<file path="config.mk">
export PLATFORM = sky130hd
export DESIGN_NAME = four_bit_adder_reg_flat
export DESIGN_NICKNAME = d
export VERILOG_FILES = /design/src/rtl/four_bit_adder_reg_if.sv /design/src/rtl/four_bit_adder_reg.sv /design/src/flat_wrapper.sv
export SDC_FILE = /design/constraint.sdc
export NUM_CORES = 1
export LEC_CHECK = 0
export CORE_AREA = 2 2 39 41
export CTS_CLUSTER_SIZE = 14
export DETAILED_ROUTE_END_ITERATION = 6
export DIE_AREA = 0 0 41 43
export PLACE_DENSITY = 0.65
export SLEW_MARGIN = 0
export SYNTH_ARGS = -nofsm -noshare
export SYNTH_HDL_FRONTEND = slang
export SYNTH_SLANG_ARGS = --single-unit
</file>
<file path="constraint.sdc">
create_clock -name clk -period 1 [get_ports clk]
set_clock_uncertainty 0.15 [all_clocks]
set_input_delay 0.1 -clock clk [delete_from_list [all_inputs] [get_ports clk]]
set_output_delay 0.1 -clock clk [all_outputs]
set_load 0.005 [all_outputs]
</file>
<file path="src/rtl/four_bit_adder_reg_if.sv">
// Operand/result bundle for the registered ripple-carry adder.
// The producer drives the operands through master; the adder drives results through slave.
interface four_bit_adder_reg_if #(
    parameter int unsigned WIDTH = 4
);
    logic             in_valid;
    logic [WIDTH-1:0] a;
    logic [WIDTH-1:0] b;
    logic             cin;
    logic [WIDTH-1:0] s;
    logic             cy;
    logic             out_valid;

    modport master (
        output in_valid, a, b, cin,
        input  s, cy, out_valid
    );

    modport slave (
        input  in_valid, a, b, cin,
        output s, cy, out_valid
    );
endinterface

</file>
<file path="src/rtl/four_bit_adder_reg.sv">
// Registered ripple-carry adder: {cy, s} <= a + b + cin, one cycle after in_valid.
// s/cy hold their last result while in_valid is low; out_valid flags a fresh result.
module four_bit_adder_reg #(
    parameter int unsigned WIDTH = 4
) (
    input  logic                 clk,
    input  logic                 rst_n,
    four_bit_adder_reg_if.slave  bus
);
    logic [WIDTH:0]   c;
    logic [WIDTH-1:0] s_n;
    logic [WIDTH-1:0] s_q, s_d;
    logic             cy_q, cy_d;
    logic             vld_q, vld_d;

    // One full-adder cell per bit, carry rippling upward from cin.
    always_comb begin
        c    = '0;
        s_n  = '0;
        c[0] = bus.cin;
        for (int unsigned i = 0; i < WIDTH; i++) begin
            s_n[i]  = bus.a[i] ^ bus.b[i] ^ c[i];
            c[i+1]  = (bus.a[i] & bus.b[i]) | (bus.b[i] & c[i]) | (bus.a[i] & c[i]);
        end
    end

    always_comb begin
        s_d   = s_q;
        cy_d  = cy_q;
        vld_d = 1'b0;
        if (bus.in_valid) begin
            s_d   = s_n;
            cy_d  = c[WIDTH];
            vld_d = 1'b1;
        end
    end

    always_ff @(posedge clk or negedge rst_n) begin
        if (!rst_n) begin
            s_q   <= '0;
            cy_q  <= 1'b0;
            vld_q <= 1'b0;
        end else begin
            s_q   <= s_d;
            cy_q  <= cy_d;
            vld_q <= vld_d;
        end
    end

    assign bus.s         = s_q;
    assign bus.cy        = cy_q;
    assign bus.out_valid = vld_q;
endmodule

</file>
<file path="src/flat_wrapper.sv">
// flat-port wrapper written by rule: the top's interface ports become plain ports
module four_bit_adder_reg_flat 
#(
    parameter int unsigned WIDTH = 4
)
  (clk, rst_n, bus_in_valid, bus_a, bus_b, bus_cin, bus_s, bus_cy, bus_out_valid);
  four_bit_adder_reg_if #(.WIDTH(WIDTH)) bus_i ();
  input  logic clk;
  input  logic rst_n;
  input wire logic [$bits(bus_i.in_valid)-1:0] bus_in_valid;
  input wire logic [$bits(bus_i.a)-1:0] bus_a;
  input wire logic [$bits(bus_i.b)-1:0] bus_b;
  input wire logic [$bits(bus_i.cin)-1:0] bus_cin;
  output wire logic [$bits(bus_i.s)-1:0] bus_s;
  output wire logic [$bits(bus_i.cy)-1:0] bus_cy;
  output wire logic [$bits(bus_i.out_valid)-1:0] bus_out_valid;
  assign bus_i.in_valid = bus_in_valid;
  assign bus_i.a = bus_a;
  assign bus_i.b = bus_b;
  assign bus_i.cin = bus_cin;
  assign bus_s = bus_i.s;
  assign bus_cy = bus_i.cy;
  assign bus_out_valid = bus_i.out_valid;
  four_bit_adder_reg #(.WIDTH(WIDTH)) u_core (.clk(clk), .rst_n(rst_n), .bus(bus_i));
endmodule
</file>
# Word level (Yosys, flattened, before mapping)

Index checks and enable logic that the tools add are counted.

$add $sub $neg: 0
$mul: 0
Divide/modulo/power cells: 0
Order comparisons: 0
Equality and inequality tests: 0
Shifts and indexed selects: 0
Mux-type cells: 1
Bitwise gates (word level): 28
Reduce and logical (&&, ||, !) cells: 0

Operators by type and width:

| kind          | count |
|---|---|
| $and A1 B1 Y1 | 12 |
| $or A1 B1 Y1  | 8 |
| $xor A1 B1 Y1 | 8 |
| $mux W1       | 1 |

Flip-flop bits (word level): 6
Bits in latches: 0
Memory bits (writable): 0
Memory bits (read-only): 0
Logic and storage cells: 32
Memories kept: 0

# Logic depth before layout (Yosys ltp)

Word-level depth: 12
Gate-level depth with buffers: 8

# Worst setup path after synthesis

Ideal clock, no wire load.

Path kind: input to register
From: in bus_cin
To: reg u_core.s_q[3], in the netlist u_core.bus.s[3]
Library setup time: 0.079 ns
Data arrival time: 1.661 ns
Required time: 0.771 ns
Setup slack: -0.890 ns
Stages on the path: 8
Buffers on the path: 0
Cells stage by stage: inv_1 fa_1 inv_1 fa_1 fa_1 inv_1 fa_1 mux2i_1

Cells in the longest elaborated chain, start to end: 10
Elaborated cells between the ends (all ways): 13
Classes of those cells: bitwise: 13

RTL lines:

| item                   | RTL line                 | RTL |
|---|---|---|
| start: declaration     | flat_wrapper.sv:13       | `input wire logic [$bits(bus_i.cin)-1:0] bus_cin;` |
| $and A1 B1 Y1          | four_bit_adder_reg.sv:23 | `c[i+1] = (bus.a[i] & bus.b[i]) \| (bus.b[i] & c[i]) \| (bus.a[i] & c[i]);` |
| $or A1 B1 Y1           | four_bit_adder_reg.sv:23 |  |
| $or A1 B1 Y1 *         | four_bit_adder_reg.sv:23 |  |
| $and A1 B1 Y1          | four_bit_adder_reg.sv:23 |  |
| $or A1 B1 Y1           | four_bit_adder_reg.sv:23 |  |
| $or A1 B1 Y1 *         | four_bit_adder_reg.sv:23 |  |
| $and A1 B1 Y1          | four_bit_adder_reg.sv:23 |  |
| $or A1 B1 Y1           | four_bit_adder_reg.sv:23 |  |
| $or A1 B1 Y1 *         | four_bit_adder_reg.sv:23 |  |
| $xor A1 B1 Y1 *        | four_bit_adder_reg.sv:22 | `s_n[i] = bus.a[i] ^ bus.b[i] ^ c[i];` |
| end signal: assignment | four_bit_adder_reg.sv:40 | `s_q <= '0;` |
| end signal: assignment | four_bit_adder_reg.sv:44 | `s_q <= s_d;` |
| end: declaration       | four_bit_adder_reg.sv:12 | `logic [WIDTH-1:0] s_q, s_d;` |

Mark *: on every way between the ends. The rest lies on a longest branch, timed or not.
A chain may end at the register's enable or synchronous reset.

# Final worst setup path

Same ends and word-level chain as after synthesis.

==> impl_metrics.py <==
metrics = {
    "sta": {
        "finalMaxSlewViolations": 0,
        "layout_setup_ws_ns": -0.7010,
        "max_slew_margin_pct": 82.44,
        "setup_violations": 4,
        "period_needed_ns": 1.701,
        "timing.hold.ws_ns": -0.05411,
        "grt_setup_unrepaired": "yes",
        "finalHoldViolCount": 6,
        "fin_setup_tns_ns": -2.130,
        "worst_pin_slew_ns": 0.2626,
        "final.period_utilization_pct": 170.1,
        "fmax_ghz": 0.5879,
    },
    "floorplan": {
        "io_pins": 18,
        "die_x_um": 41,
        "die_area_um2": 1763,
        "core_um2": 1384,
        "die_y_um": 43,
        "rows": 14,
        "start_util_pct": 24.50,
    },
    "critical_path": {
        "critPathBufInv": 4,
        "cp.arrival_ns": 1.72,
        "reg2regPathDepth": 2,
        "r2r-start": "u_core.bus.s[1]",
        "slowest_stage": "fa_1",
        "criticalPathCategory": "input port to register",
        "path_common_cell": "fa_2",
        "worstSetupPathDepth": 9,
        "worstPathMaxFanout": 1,
        "path_cells": "buf_8, clkinv_8, fa_2, inv_2, fa_2, fa_2, inv_2, fa_1, mux2i_1",
        "end_kind": "register",
        "ff2ff_setup_slack_ns": -0.02,
        "slowest_delay_ns": 0.40,
        "setup.worst_path.end": "u_core.bus.s[3]",
        "crit_start": "bus_cin",
        "start_kind": "input port",
        "critPathRequiredTime_ns": 1.01,
        "r2r-end": "u_core.bus.s[1]",
        "crit_family": "adder cells",
    },
    "synth": {
        "ys.flop_type": "dfrtp_1",
        "synth_cell_types": 6,
        "ys_seq_area_share_pct": 44.28,
        "synth_area_leaders": "dfrtp_1 (44%), fa_1 (24%), inv_1 (11%), mux2i_1 (8.9%), mux2_4 (8.9%)",
        "synth_top_cell_area_share_pct": 44.28,
        "syn_area_um2": 339.1,
        "yosys.area.top_type": "dfrtp_1",
        "async_flop_share_pct": 100.0,
        "ys_warn_count": 0,
        "synth_edf_count": 0,
        "ys_ff_latch": 6,
        "synth_area_per_cell_um2": 13.04,
        "synthTopCellsByCount": "inv_1 (10), dfrtp_1 (6), fa_1 (4), mux2i_1 (3), mux2_4 (2)",
        "syn-num-nets": 42,
        "synthesis.instances": 26,
        "synthMostInstantiatedCell": "inv_1",
    },
    "route": {
        "vias": 235,
        "drc": 0,
        "viasPerCell": 3.672,
        "wl_um": 581,
        "drtIter0Drc": 2,
        "wl_per_cell_um": 9.078,
        "ant_nets": 0,
        "dr.pass1.iters": 3,
    },
    "clock_tree": {
        "cts_max_level": 1,
        "root_buffer": "clkbuf_4",
        "clk_latency_ns": 0.24,
        "cts_buffer_depth": 2,
        "cts_tree": "built",
        "cts_buffers": 3,
        "clk_pin_slew_ns": 0.04,
        "cts_num_sinks": 6,
    },
    "power": {
        "leakage_nw": 0.2883,
        "vdd_drop_max_uv": 383.6,
        "powerDensity_nw_per_um2": 1368,
    },
    "placement": {
        "gp_congestion": 0.6544,
        "placed_cells": 60,
        "dpl_worst_slack_ns": -1.415,
        "port_buffers": 17,
    },
    "global_route": {
        "overflow": 0,
        "grt_use_total_pct": 9.248,
        "grt_max_degree": 7,
        "antenna_found_initial": 0,
        "grt_pass1_wl_um": 979,
        "grt_pass1_vias": 249,
    },
    "finish": {
        "final_cells": 64,
        "n_antenna_cell": 0,
        "utilization_pct": 40.42,
        "nNetsFinal": 66,
        "syn_to_final_growth_pct": 64.94,
        "drive_gt1_share_pct": 52.08,
    },
    "run": {
        "drv_cap": 0,
    },
    "outcome": {
        "violations": "hold timing, setup timing",
        "status": "finished, violations left",
    },
    "min_path": {
        "hold_class": "input port to asynchronous set/reset pin",
    },
}
-- how the worst min path moves through the flow --
| stage | endpoint | slack [ns] | from |
|---|---|---|---|
| final | u_core.bus.s[0] | -0.05 | rst_n |
| after global routing | u_core.bus.s[0] | -0.05 | rst_n |
| after CTS | u_core.bus.s[0] | -0.05 | rst_n |
| after detailed placement | u_core.bus.s[0] | 0.21 | rst_n |
| after global placement | u_core.bus.out_valid | 0.21 | rst_n |
| after floorplan | u_core.bus.cy | -0.35 | rst_n |
-- placed cells by master (no fill, tap or decap), drive strengths merged --
| cell type | count |
|---|---|
| mux2i | 3 |
| buf | 12 |
| clkinv | 1 |
| clkdlybuf4s50 | 5 |
| clkbuf | 3 |
| fa | 4 |
| dlygate4sd2 | 3 |
| inv | 9 |
| dfrtp | 6 |
| mux2 | 2 |
-- final cells by class --
type	instances	area, um2
sequential	6	150.1
fill	143	824.5
inverter	10	52.55
tap	16	20.02
timing repair buffer	20	166.4
multi-input combinational	9	147.6
clock buffer	3	22.52
-- routing by layer --
metal  vias up  GRT usage, %  routed length [um]
met5         -             0                   0
met4         0         8.000                  10
met3         2         6.283                  65
met2        10         10.31                 280
met1       107         11.37                 224
li1        116             -                   -
-- stage by stage --
stage               cell area [um2]  total power [mW]
finish                        559.3            0.7652
global route                  559.3            0.8357
CTS                           544.3            0.7742
detailed placement            548.0            0.5900
global placement              548.0            0.5835
floorplan                     354.1            0.4145
-- report_power, final --
part	leakage [nW]	switching [mW]	internal [mW]
clock network	0.0138	0.0814	0.135
registers	0.0699	0.0216	0.289
logic	0.205	0.0864	0.152
total	0.288	0.189	0.576
-- worst reg2reg max path, cell delays in order, from the launching register on --
cell     delay, ns
dfrtp_1       0.37
buf_4         0.13
mux2_4        0.25
-- state kept, by name, summed over array words and instances, names as in the netlist --
signal and count:
u_core.bus.cy 1, u_core.bus.out_valid 1, u_core.bus.s 4
-- cells by family after synthesis --
logic type	share of synthesized area, %
adder cells (fa/ha/maj)	23.62
buffers and inverters	14.39
flip-flops	44.28
multiplexers	17.71
-- timing repair --
action	in CTS	in global routing
endpoints found under the hold margin	6	6
pin swaps	4	4
setup buffers	0	1
gates cloned	0	0
setup endpoints to repair	11	9
resized for setup	44	2
(Power assumes the default switching activity.)
